`src/rtl/pcecd_scsi_initiator.sv`:
```
// Host-side initiator for the PC Engine CD SCSI-style bus: selects the drive, sends a
// queued command block, streams data-in to the host and captures status/message.
module pcecd_scsi_initiator #(
  parameter int CMD_DEPTH   = 16,
  parameter int SEL_TIMEOUT = 1024,
  parameter int RST_CYCLES  = 8
) (
  input  logic       clk,
  input  logic       rst_n,
  input  logic       cmd_wr_en,
  input  logic [7:0] cmd_wr_data,
  output logic       cmd_full,
  input  logic       start,
  input  logic       bus_reset_req,
  output logic       busy,
  output logic       done,
  output logic       error,
  output logic [1:0] err_code,
  output logic [7:0] status_byte,
  output logic [7:0] message_byte,
  output logic [7:0] data_out,
  output logic       data_valid,
  input  logic       data_ready,
  input  logic       tgt_bsy,
  input  logic       tgt_req,
  input  logic       tgt_msg,
  input  logic       tgt_cd,
  input  logic       tgt_io,
  input  logic [7:0] tgt_db,
  output logic [7:0] init_db,
  output logic       init_db_oe,
  output logic       init_sel,
  output logic       init_ack,
  output logic       init_rst
);
  localparam int AW      = $clog2(CMD_DEPTH);
  localparam int CNT_MAX = (SEL_TIMEOUT > RST_CYCLES) ? SEL_TIMEOUT : RST_CYCLES;
  localparam int CW      = $clog2(CNT_MAX + 1);

  localparam logic [2:0] PH_DIN  = 3'b001;
  localparam logic [2:0] PH_CMD  = 3'b010;
  localparam logic [2:0] PH_STAT = 3'b011;
  localparam logic [2:0] PH_MSGI = 3'b111;

  typedef enum logic [2:0] {
    S_IDLE, S_SELECT, S_WAIT_PHASE, S_CMD_SETUP,
    S_CMD_ACK, S_DIN_HOLD, S_XFER_ACK, S_BUS_RESET
  } state_e;

  state_e          state_q, state_d;
  logic [CW-1:0]   cnt_q, cnt_d;
  logic [AW:0]     wr_ptr_q, wr_ptr_d, rd_ptr_q, rd_ptr_d;
  logic [7:0]      mem_q [CMD_DEPTH];
  logic            msg_seen_q, msg_seen_d;
  logic            done_q, done_d, error_q, error_d;
  logic [1:0]      err_code_q, err_code_d;
  logic [7:0]      status_q, status_d, message_q, message_d, data_out_q, data_out_d;
  logic            data_valid_q, data_valid_d;
  logic [7:0]      init_db_q, init_db_d;
  logic            init_db_oe_q, init_db_oe_d, init_sel_q, init_sel_d;
  logic            init_ack_q, init_ack_d, init_rst_q, init_rst_d;
  logic            fifo_empty, fifo_full, push, fifo_clr;
  logic [2:0]      phase;

  assign fifo_empty = (wr_ptr_q == rd_ptr_q);
  assign fifo_full  = (wr_ptr_q[AW] != rd_ptr_q[AW]) && (wr_ptr_q[AW-1:0] == rd_ptr_q[AW-1:0]);
  assign push       = cmd_wr_en && !fifo_full && (state_q == S_IDLE) && !bus_reset_req;
  assign phase      = {tgt_msg, tgt_cd, tgt_io};

  // NOTE: the command store has no reset; the pointers alone define what is valid.
  always_ff @(posedge clk) begin
    if (push) mem_q[wr_ptr_q[AW-1:0]] <= cmd_wr_data;
  end

  always_comb begin
    // NOTE: every *_d starts from its *_q (pulses from 0) so no branch can infer a latch.
    state_d      = state_q;      cnt_d        = cnt_q;
    wr_ptr_d     = wr_ptr_q;     rd_ptr_d     = rd_ptr_q;
    msg_seen_d   = msg_seen_q;   done_d       = 1'b0;
    error_d      = 1'b0;         err_code_d   = err_code_q;
    status_d     = status_q;     message_d    = message_q;
    data_out_d   = data_out_q;   data_valid_d = data_valid_q;
    init_db_d    = init_db_q;    init_db_oe_d = init_db_oe_q;
    init_sel_d   = init_sel_q;   init_ack_d   = init_ack_q;
    init_rst_d   = init_rst_q;   fifo_clr     = 1'b0;
    if (push) wr_ptr_d = wr_ptr_q + 1'b1;

    case (state_q)
      S_IDLE: if (start && !fifo_empty && !tgt_bsy) begin
        state_d = S_SELECT; init_sel_d = 1'b1; cnt_d = '0;
        err_code_d = 2'd0;  msg_seen_d = 1'b0;
      end
      S_SELECT: begin
        if (tgt_bsy) begin
          init_sel_d = 1'b0; state_d = S_WAIT_PHASE;
        end else if (cnt_q == CW'(SEL_TIMEOUT - 1)) begin
          init_sel_d = 1'b0; error_d = 1'b1; err_code_d = 2'd1;
          fifo_clr = 1'b1;   state_d = S_IDLE;
        end else begin
          cnt_d = cnt_q + 1'b1;
        end
      end
      S_WAIT_PHASE: if (!init_ack_q) begin
        if (!tgt_bsy) begin
          // Bus free is only a clean end once the message-in byte has been taken.
          if (msg_seen_q) done_d = 1'b1;
          else begin error_d = 1'b1; err_code_d = 2'd3; end
          fifo_clr = 1'b1; state_d = S_IDLE;
        end else if (tgt_req) begin
          case (phase)
            PH_CMD: if (fifo_empty) begin
              error_d = 1'b1; err_code_d = 2'd2; fifo_clr = 1'b1; state_d = S_IDLE;
            end else begin
              init_db_d = mem_q[rd_ptr_q[AW-1:0]]; init_db_oe_d = 1'b1; state_d = S_CMD_SETUP;
            end
            PH_DIN:  begin data_out_d = tgt_db; data_valid_d = 1'b1; state_d = S_DIN_HOLD; end
            PH_STAT: begin status_d = tgt_db; state_d = S_XFER_ACK; end
            PH_MSGI: begin message_d = tgt_db; msg_seen_d = 1'b1; state_d = S_XFER_ACK; end
            default: begin
              error_d = 1'b1; err_code_d = 2'd2; fifo_clr = 1'b1; state_d = S_IDLE;
            end
          endcase
        end
      end
      S_CMD_SETUP: begin init_ack_d = 1'b1; state_d = S_CMD_ACK; end
      S_CMD_ACK: if (!tgt_req) begin
        init_ack_d = 1'b0; init_db_oe_d = 1'b0; init_db_d = 8'h00;
        rd_ptr_d = rd_ptr_q + 1'b1; state_d = S_WAIT_PHASE;
      end
      S_DIN_HOLD: if (data_ready) begin
        data_valid_d = 1'b0; init_ack_d = 1'b1; state_d = S_XFER_ACK;
      end
      S_XFER_ACK: begin
        if (!init_ack_q) init_ack_d = 1'b1;
        else if (!tgt_req) begin init_ack_d = 1'b0; state_d = S_WAIT_PHASE; end
      end
      S_BUS_RESET: begin
        if (cnt_q == CW'(RST_CYCLES - 1)) begin init_rst_d = 1'b0; state_d = S_IDLE; end
        else cnt_d = cnt_q + 1'b1;
      end
      default: state_d = S_IDLE;
    endcase

    if (bus_reset_req) begin
      state_d = S_BUS_RESET; init_rst_d = 1'b1; cnt_d = '0;
      done_d = 1'b0; error_d = 1'b0; data_valid_d = 1'b0; msg_seen_d = 1'b0;
      init_sel_d = 1'b0; init_ack_d = 1'b0; init_db_oe_d = 1'b0; init_db_d = 8'h00;
      fifo_clr = 1'b1;
    end
    if (fifo_clr) begin wr_ptr_d = '0; rd_ptr_d = '0; end
  end

  // NOTE: state registers use non-blocking assignment so every flop samples pre-edge values.
  always_ff @(posedge clk or negedge rst_n) begin
    if (!rst_n) begin
      state_q <= S_IDLE;  cnt_q <= '0;  wr_ptr_q <= '0;  rd_ptr_q <= '0;
      msg_seen_q <= 1'b0; done_q <= 1'b0; error_q <= 1'b0; err_code_q <= 2'd0;
      status_q <= 8'h00;  message_q <= 8'h00; data_out_q <= 8'h00; data_valid_q <= 1'b0;
      init_db_q <= 8'h00; init_db_oe_q <= 1'b0; init_sel_q <= 1'b0;
      init_ack_q <= 1'b0; init_rst_q <= 1'b0;
    end else begin
      state_q <= state_d;  cnt_q <= cnt_d;  wr_ptr_q <= wr_ptr_d;  rd_ptr_q <= rd_ptr_d;
      msg_seen_q <= msg_seen_d; done_q <= done_d; error_q <= error_d; err_code_q <= err_code_d;
      status_q <= status_d; message_q <= message_d; data_out_q <= data_out_d;
      data_valid_q <= data_valid_d; init_db_q <= init_db_d; init_db_oe_q <= init_db_oe_d;
      init_sel_q <= init_sel_d; init_ack_q <= init_ack_d; init_rst_q <= init_rst_d;
    end
  end

  assign cmd_full     = fifo_full;
  assign busy         = (state_q != S_IDLE);
  assign done         = done_q;
  assign error        = error_q;
  assign err_code     = err_code_q;
  assign status_byte  = status_q;
  assign message_byte = message_q;
  assign data_out     = data_out_q;
  assign data_valid   = data_valid_q;
  assign init_db      = init_db_q;
  assign init_db_oe   = init_db_oe_q;
  assign init_sel     = init_sel_q;
  assign init_ack     = init_ack_q;
  assign init_rst     = init_rst_q;
endmodule

```
`config.mk`:
```
export PLATFORM = sky130hd
export DESIGN_NAME = pcecd_scsi_initiator
export DESIGN_NICKNAME = d
export VERILOG_FILES = /design/src/rtl/pcecd_scsi_initiator.sv
export SDC_FILE = /design/constraint.sdc
export NUM_CORES = 1
export LEC_CHECK = 0
export CAP_MARGIN = 25
export CORE_MARGIN = 2
export CORE_UTILIZATION = 61
export DETAILED_ROUTE_END_ITERATION = 16
export PLACE_DENSITY = 0.87
export SLEW_MARGIN = 30
export SYNTH_ARGS = -nofsm -noshare
export SYNTH_HDL_FRONTEND = slang
export SYNTH_SLANG_ARGS = --single-unit
export TNS_END_PERCENT = 20
```
`constraint.sdc`:
```
create_clock -name clk -period 4.8 [get_ports clk]
set_input_delay 0.72 -clock clk [delete_from_list [all_inputs] [get_ports clk]]
set_output_delay 0.72 -clock clk [all_outputs]
set_load 0.01 [all_outputs]
```
# Word-level counts from Yosys, hierarchy flattened
# Memories as Yosys holds them, arrays and structs flattened.
# Index checks and enable logic that the tools add are counted.
dict set report op_classes {
  addsub 3
  mul 0
  div 0
  magnitude_cmp 0
  n_eq_ne 42
  shifts 0
  muxes 99
  bitwise 1
  reduce_logical 38
}
# cell count
set op_table {}
lappend op_table {{2-to-1 mux 8 bit} 7}
lappend op_table {{2-to-1 mux 11 bit} 5}
lappend op_table {{inequality test 3 bit, second input constant} 17}
lappend op_table {{2-to-1 mux 1 bit} 48}
lappend op_table {{2-to-1 mux 3 bit} 11}
lappend op_table {{one-hot mux 11 bit (3 select lines)} 1}
lappend op_table {{2-to-1 mux 5 bit} 5}
lappend op_table {{one-hot mux 3 bit (8 select lines)} 1}
lappend op_table {{AND reduction 5 bit} 4}
lappend op_table {{2-to-1 mux 2 bit} 9}
lappend op_table {{nonzero test 3 bit} 6}
lappend op_table {{one-hot mux 8 bit (2 select lines)} 1}
lappend op_table {{== test 3 bit, second input constant} 5}
lappend op_table {{one-hot mux 1 bit (2 select lines)} 7}
lappend op_table {{AND reduction 7 bit} 2}
lappend op_table {{== test 3 x 2 -> 1 bit, second input constant} 4}
lappend op_table {{inequality test 4 bit, second input constant} 3}
lappend op_table {{AND reduction 6 bit} 2}
lappend op_table {{adder 11 x 1 -> 11 bit, second input constant} 1}
lappend op_table {{== test 11 x 10 -> 1 bit, second input constant} 1}
lappend op_table {{== test 11 x 3 -> 1 bit, second input constant} 1}
lappend op_table {{adder 5 x 1 -> 5 bit, second input constant} 2}
lappend op_table {{one-hot mux 3 bit (3 select lines)} 1}
lappend op_table {{AND reduction 9 bit} 1}
lappend op_table {{other kinds (21)} 38}
dict set report word_totals {
  register_bits 66
  latchBits 0
  ramBits 128
  romBits 0
  input_bits 27
  output_inout_bits 43
  elab_cells 201
  mem_count 1
}
# name depth word_bits rd rd_clocked_by_memory_dff write_ports line
set memory_table {}
lappend memory_table {mem_q 16 8 1 0 1 53} ;# logic [7:0] mem_q [CMD_DEPTH];

# Longest topological paths before layout
# Gate-level depths: netlist of run 1.
dict set report depth {
  word_depth 10
  ltp_mapped 9
  mapped_depth_nobuf 6
}

# Worst setup path after synthesis of run 1
# No wires, ideal clock.
dict set report synth_timing {
  path_kind {input -> register}
  startpoint {input port bus_reset_req}
  endpoint {memory mem_q[0][0], enable pin}
  setup_time_ns 0.383
  arrival_time_ns 2.279
  setup_slack_ns 2.137
  path_stages 6
  n_path_buf 1
  cell_sequence {clkbuf_2 -> inv_1 -> nand4_1 -> a21oi_1 -> nand2_1 -> nor3_1}
}
dict set report synth_between {
  elab_chain_cells 4
}
# item line
set synth_lines {}
lappend synth_lines {{from (decl)} 14} ;# input logic bus_reset_req,
lappend synth_lines {{zero test 1 bit} 67} ;# assign push = cmd_wr_en && !fifo_full && (state_q == S_IDLE) && !bus_reset_req;
lappend synth_lines {{logical AND 1 bit} 67}
lappend synth_lines {{2-to-1 mux 1 bit} 72} ;# if (push) mem_q[wr_ptr_q[AW-1:0]] <= cmd_wr_data;
lappend synth_lines {{2-to-1 mux 1 bit (implied by the code)} 72}
lappend synth_lines {{to (decl)} 53}
# Every way passes these cells.

# Worst setup path after layout of run 1
dict set report layout_timing {
  startpoint {register rd_ptr_q[2]}
  endpoint {output port cmd_full}
}
dict set report layout_between {
  elab_chain_cells 2
}
# item line
set layout_lines {}
lappend layout_lines {{from (decl)} 52} ;# logic [AW:0] wr_ptr_q, wr_ptr_d, rd_ptr_q, rd_ptr_d;
lappend layout_lines {{from (signal assigned)} 162} ;# state_q <= state_d; cnt_q <= cnt_d; wr_ptr_q <= wr_ptr_d; rd_ptr_q <= rd_ptr_d;
lappend layout_lines {{== test 4 bit} 66} ;# assign fifo_full = (wr_ptr_q[AW] != rd_ptr_q[AW]) && (wr_ptr_q[AW-1:0] == rd_ptr_q[AW-1:0]);
lappend layout_lines {{logical AND 1 bit} 66}
lappend layout_lines {{to (decl)} 12} ;# output logic cmd_full,
# Every way passes these cells.

==> run summary, run 1 <==
Outcome = complete, no violations
Crit path max-delay family = flip-flops
Worst path cell trace = xnor2_1 -> nand4_1 -> nor2_1 -> clkdlybuf4s50_1
CP peak stage delay = 770 ps
Worst R2R End = mem_q[12][7]
Initial antenna violation count = 0
Placeable Area = 13700 µm²
Layout cells sized above 1 = 20.0%
Most frequent cells in the layout = edfxtp_1, clkdlybuf4s50_1, dfrtp_1
Synth cell types = 64
Crit path time final = 3090 ps
Drt wl/cell = 22.8 µm
Cell Pwr Density = 410 nW/µm²
Largest net degree at the start of global routing = 41
# IOs = 70
Global-route wire length before repair = 28600 µm
Initial core utilization = 61.8%
Die X = 122 µm
Root Driver = clkbuf_16
Worst-Margin Slew = 965 ps
Post_cts resized = 0
Pre-CTS setup slack = 1390 ps
Peak Freq = 324 MHz
Vias in the first global route = 5158
Gate Count Post-Synth = 541
Most common cell after layout, fill and taps aside = edfxtp_1
Post-synthesis mux area share = 15.0%
Simple-gate share of the synthesized area = 9.05%
Static leakage power = 3.48 nW
Clock skew = 8.73 ps
Rel. slew slack = 35.2%
Gr ovfl total = 0
Wl on met1 = 7260 µm
Filler cells = 829
Routed wl met3 = 1420 µm
Worst-case reg-to-reg path depth = 5
CTS tree = yes
Crit path DAT = 2370 ps
Setup_tns = 0 ps
DRT Wirelength = 18300 µm
Ys Warns = 0
GRT Resource Usage Total = 26.2%
Final hold vios = 0
Clock sink total = 194
Worst-path fanout max = 12
DRC = 0
Routed wl met2 = 9180 µm
Asr flop ratio synth = 34.0%
Total power = 4.06 mW
Unrepaired setup endpoints after global routing = no
Port Buf Inserts = 69
Syn Std Cell Area = 8470 µm²
Post-synthesis compound-gate area fraction = 6.10%
CP endpoint kind = output pin
# hold bufs at CTS = 0
# setup viols final = 0
Worst EP required = 4080 ps
Design Area, Final = 9890 µm²
Max IR drop VDD = 308 µV
Reg-to-Reg Start = rd_ptr_q[2]
Highest routed layer = met4
WP buf/inv = 1
Crit Path Class = register to output pin
Multi-input logic area = 2780 µm²
Via count = 5228
1st-pass router iterations = 5
Largest family of logic cells by synthesized area = multiplexers
Synth Area per Inst = 15.7 µm²
Number of synthesized flops with an enable pin = 128
Post-CTS setup buffer count = 0
Register area share after synthesis = 64.9%
Final Cycle Share = 64.3%
Clock slew at reported path FFs = 70 ps
First DRT Iteration DRCs = 923
Crit-path slowest cell = dfrtp_1
DRT antenna net count = 0
Dpl cell area = 9310 µm²
Row cnt = 43
N_diodes = 0
H-tree Lvls = 4
CTS Buf Count = 17
XOR/XNOR Fraction of Synth Area = 1.64%
Yosys reg bits = 194
Vias per cell = 6.53
Slew Limit Fails = 0
Final setup margin = 1710 ps
Syn Nets = 574
Clock tree buffer depth = 2
Clock Latency Late Sink = 430 ps
Storage element area = 5500 µm²
Max Cap Viol = 0
Reg2Reg Setup Slack = 1790 ps
Synth Area in Adders = 0.886%
Tightest Hold Check Type = primary input to async pin
P&R area growth vs syn = 16.8%
Hpwl dp = 12300 µm
Die Span Y = 122 µm
Ys flop type = edfxtp_1
Die area = 14800 µm²
Final RePlAce weighted congestion = 0.872
Startpoint Class = register
Post-layout nets = 642
flip-flops by register name (all words and copies together) (netlist names), 2 cells and up:
| register | cells |
|---|---|
| wr_ptr_q | 5 |
| rd_ptr_q | 5 |
| state_q | 3 |
| mem_q | 128 |
| message_byte | 8 |
| data_out | 8 |
| cnt_q | 11 |
| status_byte | 8 |
| init_db | 8 |
| err_code | 2 |
cells by family after synthesis:
group / Yosys count
flip-flops: 194
AND/OR/NAND/NOR: 136
multiplexers: 73
AO/OA/AOI/OAI: 71
buffers and inverters: 46
XOR/XNOR: 15
adder cells (fa/ha/maj): 6
worst reg2reg max path, delay by kind of cell, from the launching register on:
kind,cells,cell delay (ps)
AND/OR/NAND/NOR,3,1220
XOR/XNOR,1,190
AO/OA/AOI/OAI,1,460
flip-flops,1,770
where the power goes:
group,switching (mW),internal [mW]
registers,0.122,1.87
logic,0.328,0.350
clock network,0.615,0.772
total,1.06,2.99
routing by layer:
layer  vias to the layer above  global-route usage (%)
li1                       2263                       -
met1                      2634                    35.0
met2                       298                    42.9
met3                        33                    6.18
met4                         0                    8.98
met5                         -                       0
cells in the mapped netlist (6+ instances only):
cell	number	area share [%]
nand2b_1	9	0.66
nand4_1	7	0.52
xnor2_1	10	1.0
o31ai_1	6	0.53
mux2_2	29	3.9
o2bb2ai_1	9	0.93
ha_1	6	0.89
a21oi_1	16	0.95
or4_1	8	0.71
buf_2	9	0.53
nand3_1	16	0.95
clkbuf_1	10	0.44
dfrtp_1	66	19
o21ai_0	10	0.59
nor4_1	6	0.44
nor3_1	9	0.53
nand2_1	13	0.58
nor2_1	39	1.7
edfxtp_1	128	45
inv_1	19	0.84
mux4_2	40	11
through the flow:
stage / std cells / utilization [%] / hold slack, ps
finish: 801 / 72.1 / 297
global route: 801 / 72.1 / 331
CTS: 801 / 72.1 / 305
detailed placement: 770 / 67.9 / 471
global placement: 770 / 67.8 / 468
floorplan: 541 / - / 424
how the worst max path moves through the flow:
stage	cells past startpoint	endpoint	start	slack, ps
5_1_grt	4	cmd_full	rd_ptr_q[2]	1490
3_5_place_dp	7	mem_q[4][7]	bus_reset_req	1390
4_1_cts	4	cmd_full	rd_ptr_q[2]	1650
3_3_place_gp	7	mem_q[12][6]	bus_reset_req	1560
2_1_floorplan	6	mem_q[0][0]	bus_reset_req	2140
6_report	4	cmd_full	rd_ptr_q[2]	1710
area by class of cell:
class | count | share of cell area, %
flip-flops and latches | 194 | 55.6
multi-input cells | 301 | 28.1
repair buffers | 76 | 7.46
clock buffers | 17 | 4.30
well taps | 180 | 2.28
clock inverters | 14 | 1.56
inverters | 19 | 0.721
Power figures use the tool's default switching activity.
==> inputs of run 2 (changes only) <==
Settings changed: CORE_UTILIZATION 61 to 52, PLACE_DENSITY 0.87 to 0.8.
Clock period 4.8 ns to 2.7 ns, I/O delays scaled along.
==> run 2 against run 1 <==
Flip-flop and latch count did not move. Count of clock-buffer cells in the layout did not move. Largest cell class unchanged. Die area is 17% higher. Combinational power rose by 110%. Worst hold slack improved by 180 ps. Final cell count increased by 8.4%. Global-route usage down 3.8 points.
==> run summary, run 2 (synthesis gave the netlist of run 1 again) <==
Worst path cell trace = xnor2_1 -> nand4_1 -> nor2_1 -> clkdlybuf4s50_1
Static leakage power = 3.66 nW (+5.4%)
Clock tree buffer depth = 2 (unchanged)
CTS Buf Count = 17 (unchanged)
Initial core utilization = 53.3% (-8.4 points)
WHS = 482 ps (+185 ps)
# setup viols final = 0 (unchanged)
Final hold vios = 0 (unchanged)
Slew Limit Fails = 0 (unchanged)
Global Route met2 Usage = 36.2% (-6.7 points)
Vias in the first global route = 5247 (+1.7%)
Global-route wire length before repair = 29800 µm (+4.3%)
Clock slew at reported path FFs = 80 ps (about the same)
N_diodes = 0 (unchanged)
Max IR drop VDD = 528 µV (+71%)
# IOs = 70 (unchanged)
Placeable Area = 15900 µm² (+16%)
Final RePlAce weighted congestion = 0.867 (-0.50%)
Clock Latency Late Sink = 430 ps (about the same)
Root Driver = clkbuf_16
Peak Freq = 386 MHz
Die X = 132 µm (+8.0%)
Gr ovfl total = 0 (unchanged)
P&R area growth vs syn = 20.7%
Initial antenna violation count = 0 (unchanged)
Most frequent cells in the layout = edfxtp_1, clkdlybuf4s50_1, dfrtp_1
Outcome = complete, no violations
Clock sink total = 194 (unchanged)
Worst R2R End = cnt_q[5]
Max Cap Viol = 0 (unchanged)
GRT Resource Usage Total = 22.4% (-3.8 points)
CP endpoint kind = output pin
Die Span Y = 132 µm (+8.0%)
Most common cell after layout, fill and taps aside = edfxtp_1
Unrepaired setup endpoints after global routing = no
CP peak stage delay = 570 ps (-200 ps)
Cell Pwr Density = 732 nW/µm² (+79%)
Tightest Hold Check Type = primary input to async pin
DRT antenna net count = 0 (unchanged)
Vias per cell = 5.98 (-8.4%)
Reg-to-Reg Start = cnt_q[0]
Post-CTS setup buffer count = 0 (unchanged)
Reg2Reg Setup Slack = 150 ps (-1640 ps)
Largest net degree at the start of global routing = 46 (+12%)
Met1 Track Usage GR = 31.3% (-3.7 points)
Crit-path slowest cell = clkdlybuf4s50_1
Crit path DAT = 2190 ps (-180 ps)
Final Cycle Share = 96.1%
Layout cells sized above 1 = 23.8% (+3.8 points)
DRT Wirelength = 18700 µm (+2.6%)
DRC = 0 (unchanged)
Drt wl/cell = 21.6 µm (-5.3%)
Via count = 5187 (-0.78%)
GR peak layer = met2
Clock skew = 11.2 ps (+2.47 ps)
Worst-case reg-to-reg path depth = 7 (+2)
Worst-path fanout max = 9 (-3)
Worst EP required = 2300 ps (-1780 ps)
First DRT Iteration DRCs = 572 (-38%)
Die area = 17300 µm² (+17%)
Crit Path Class = register to output pin
Crit path max-delay family = buffers and inverters
Setup_tns = 0 ps (unchanged)
CTS tree = yes
1st-pass router iterations = 5 (unchanged)
Startpoint Class = register
Critical Path Stages = 4 (unchanged)
H-tree Lvls = 4 (unchanged)
Crit path time final = 2590 ps
Port Buf Inserts = 69 (unchanged)
Max FFs per register = 128 (unchanged)
Rel. slew slack = 49.3% (+14 points)
GR Util met3 = 4.55% (-1.6 points)
Row cnt = 46 (+7.0%)
Hpwl dp = 12600 µm (+2.7%)
Post-layout nets = 672 (+4.7%)
WP buf/inv = 1 (unchanged)
Worst-Margin Slew = 756 ps (-209 ps)
[run 2: cell types whose count changed in the layout (fill, tap and decap cells not counted), moves of 2 or more]
cell | previous run | this run
buf_12 | 0 | 2
buf_4 | 7 | 34
clkinv_8 | 0 | 4
clkinvlp_4 | 3 | 1
inv_6 | 4 | 2
inv_8 | 1 | 4
[run 2: stage by stage]
stage / utilization (%) / area, µm² / power (mW) / std cells / worst slack (ps)
5_1_grt: 64.4 / 10200 / 7.77 / 868 / 20.9
3_5_place_dp: 60.3 / 9580 / 4.90 / 835 / 140
6_report: 64.4 / 10200 / 7.49 / 868 / 106
3_3_place_gp: 60.3 / 9580 / 4.87 / 835 / 195
2_1_floorplan: - / 8470 / 4.30 / 541 / 242
4_1_cts: 64.4 / 10200 / 7.51 / 868 / 89.7
[run 2: area by class of cell]
class	count	area (µm²)
Clock buffer	17	425
Inverter	19	71.3
Sequential cell	194	5500
Timing Repair Buffer	106	991
Tap cell	216	270
Clock inverter	15	208
Fill cell	1142	5660
Multi-Input combinational cell	301	2770
[run 2: worst max-delay path by stage]
stage | slack [ps] | end | from
6_report | 110 | cmd_full | wr_ptr_q[3]
5_1_grt | 20 | cmd_full | wr_ptr_q[3]
4_1_cts | 90 | cmd_full | wr_ptr_q[2]
3_5_place_dp | 140 | cnt_q[5] | bus_reset_req
3_3_place_gp | 190 | cnt_q[5] | bus_reset_req
2_1_floorplan | 240 | mem_q[0][0] | rd_ptr_q[1]
[run 2: power by group]
group | internal, mW | switching (mW) | total [mW]
Sequential | 3.32 | 0.115 | 3.44
Clock | 1.43 | 1.20 | 2.63
Combinational | 0.701 | 0.724 | 1.42
[run 2: per-layer routing]
layer / wire (µm) / vias to the layer above
li1: - / 2321
met1: 8040 / 2608
met2: 9270 / 234
met3: 1130 / 24
met4: 291 / 0
met5: 0 / -
[run 2: timing repair]
action                                  4_1_cts  5_1_grt
endpoints found under the hold margin        21        0
gates resized for setup                       0        1
hold buffers                                  1        0
endpoints found under the setup margin        0        1
==> inputs of run 3 (changes only) <==
Settings changed: CORE_MARGIN 2 to default, CORE_UTILIZATION 52 to 61, PLACE_DENSITY 0.8 to 0.87.
Clock period 2.7 ns to 3 ns, I/O delays scaled along.
==> run 3 against run 2 <==
Worst hold slack worse by 470 ps. Largest power group unchanged. Wire length rose by 5.2%. Worst setup slack gained 130 ps. Die area down 17%. Critical path depth did not move. Total power fell by 11%. Non-clock buffer count fell by 8. Combinational power is 18% lower. Register-to-register slack improved by 130 ps.
==> run summary, run 3 (synthesis gave the netlist of run 1 again) <==
Unrepaired setup endpoints after global routing = no
Outcome = complete, no violations
Layout cells sized above 1 = 23.0% (-0.79 points)
Fin util = 75.2% (+11 points)
Post-layout nets = 664 (-1.2%)
Most common cell after layout, fill and taps aside = edfxtp_1
DRT antenna net count = 0 (unchanged)
Rel. slew slack = 41.3% (-8.0 points)
Cell Pwr Density = 658 nW/µm² (-10%)
Initial antenna violation count = 0 (unchanged)
Die X = 120 µm (-9.0%)
Vias per cell = 6.59 (+10%)
Clock sink total = 194 (unchanged)
Setup_tns = 0 ps (unchanged)
Initial core utilization = 63.2% (+9.9 points)
Post-CTS setup buffer count = 0 (unchanged)
Row cnt = 42 (-8.7%)
N_diodes = 0 (unchanged)
Worst-case reg-to-reg path depth = 7 (unchanged)
Port Buf Inserts = 69 (unchanged)
Clock tree buffer depth = 2 (unchanged)
Final Cycle Share = 92.1%
Max IR drop VDD = 742 µV (+40%)
Worst-Margin Slew = 875 ps (+119 ps)
Final RePlAce weighted congestion = 0.912 (+5.1%)
Dpl cell area = 9470 µm² (-1.2%)
Crit-path slowest cell = clkdlybuf4s50_1
P&R area growth vs syn = 19.0%
Slew Limit Fails = 0 (unchanged)
Most frequent cells in the layout = edfxtp_1, clkdlybuf4s50_1, dfrtp_1
# setup viols final = 0 (unchanged)
Final hold vios = 0 (unchanged)
Pre-CTS setup slack = 126 ps (-13.6 ps)
CP endpoint kind = output pin
# IOs = 70 (unchanged)
Crit path DAT = 2310 ps (+120 ps)
Final setup margin = 236 ps (+130 ps)
Clock Latency Late Sink = 440 ps (about the same)
Max FFs per register = 128 (unchanged)
Max Cap Viol = 0 (unchanged)
Crit path max-delay family = buffers and inverters
Design Area, Final = 10100 µm² (-1.5%)
Root Driver = clkbuf_16
1st-pass router iterations = 5 (unchanged)
Placeable Area = 13400 µm² (-16%)
GRT Resource Usage Total = 30.0% (+7.6 points)
Non-Filler Instances = 820 (-5.5%)
H-tree Lvls = 4 (unchanged)
WHS = 8.16 ps (-474 ps)
Tightest Hold Check Type = primary input to async pin
Worst EP required = 2550 ps (+250 ps)
Via count = 5406 (+4.2%)
Static leakage power = 3.62 nW (-1.3%)
Gr ovfl total = 0 (unchanged)
Global-route wire length before repair = 31100 µm (+4.3%)
CP peak stage delay = 570 ps (about the same)
DRC = 0 (unchanged)
Vias in the first global route = 5350 (+2.0%)
Die Span Y = 120 µm (-9.0%)
Total power = 6.63 mW (-11%)
Drt wl/cell = 24.0 µm (+11%)
Clock skew = 13.2 ps (+2.04 ps)
Clock slew at reported path FFs = 80 ps (about the same)
CTS Buf Count = 17 (unchanged)
Die area = 14400 µm² (-17%)
First DRT Iteration DRCs = 716 (+25%)
Critical Path Stages = 4 (unchanged)
Crit Path Class = register to output pin
Worst path cell trace = xnor2_1 -> nand4_1 -> nor2_1 -> clkdlybuf4s50_1
DRT Wirelength = 19700 µm (+5.2%)
Hpwl dp = 13000 µm (+3.0%)
Number of cells after detailed placement = 788 (-5.6%)
Crit path time final = 2760 ps
Largest net degree at the start of global routing = 36 (-22%)
Peak Freq = 362 MHz
Worst-path fanout max = 10 (+1)
Startpoint Class = register
WP buf/inv = 1 (unchanged)
CTS tree = yes
==> run 3: worst paths after layout <==
check / from / endpoint / slack, ps
hold reg to reg: init_db[5] / init_db[5] / 500
min in group clk: init_db[5] / init_db[5] / 500
max in group asynchronous: rst_n / rd_ptr_q[0] / 2220
setup reg to reg: state_q[2] / mem_q[1][0] / 280
setup / recovery: wr_ptr_q[2] / cmd_full / 240
hold / removal: rst_n / done / 8
==> run 3: per-layer routing <==
| metal | routed length [µm] | vias up | track usage (%) | share of wire [%] |
|---|---|---|---|---|
| li1 | - | 2309 | - | - |
| met1 | 7700 | 2704 | 41.2 | 39 |
| met2 | 9810 | 348 | 47.8 | 50 |
| met3 | 1740 | 45 | 6.46 | 8.8 |
| met4 | 465 | 0 | 10.9 | 2.4 |
| met5 | 0 | - | 0 | 0 |
==> run 3: power by group <==
part / switching, mW / total, mW / internal [mW]
logic: 0.569 / 1.16 / 0.591
registers: 0.193 / 3.18 / 2.99
clock network: 1.09 / 2.29 / 1.20
==> run 3: layout make-up <==
type / instances / area [µm²]
Fill cell: 749 / 3320
Sequential cell: 194 / 5500
Multi-Input combinational cell: 301 / 2770
Clock buffer: 17 / 425
Tap cell: 176 / 220
Clock inverter: 15 / 180
Timing Repair Buffer: 98 / 916
Inverter: 19 / 71.3
==> run 3: what timing repair did <==
item | 4_1_cts | 5_1_grt
resized for setup | 0 | 1
hold buffers | 0 | 0
endpoints found under the setup margin | 0 | 8
==> run 3: worst reg2reg max path, cell delays in order (launching register included) <==
cell,delay [ps]
dfrtp_1,590
buf_4,290
inv_1,110
nand4_1,240
a21oi_2,370
nand2_1,240
nor3_1,320
buf_4,260
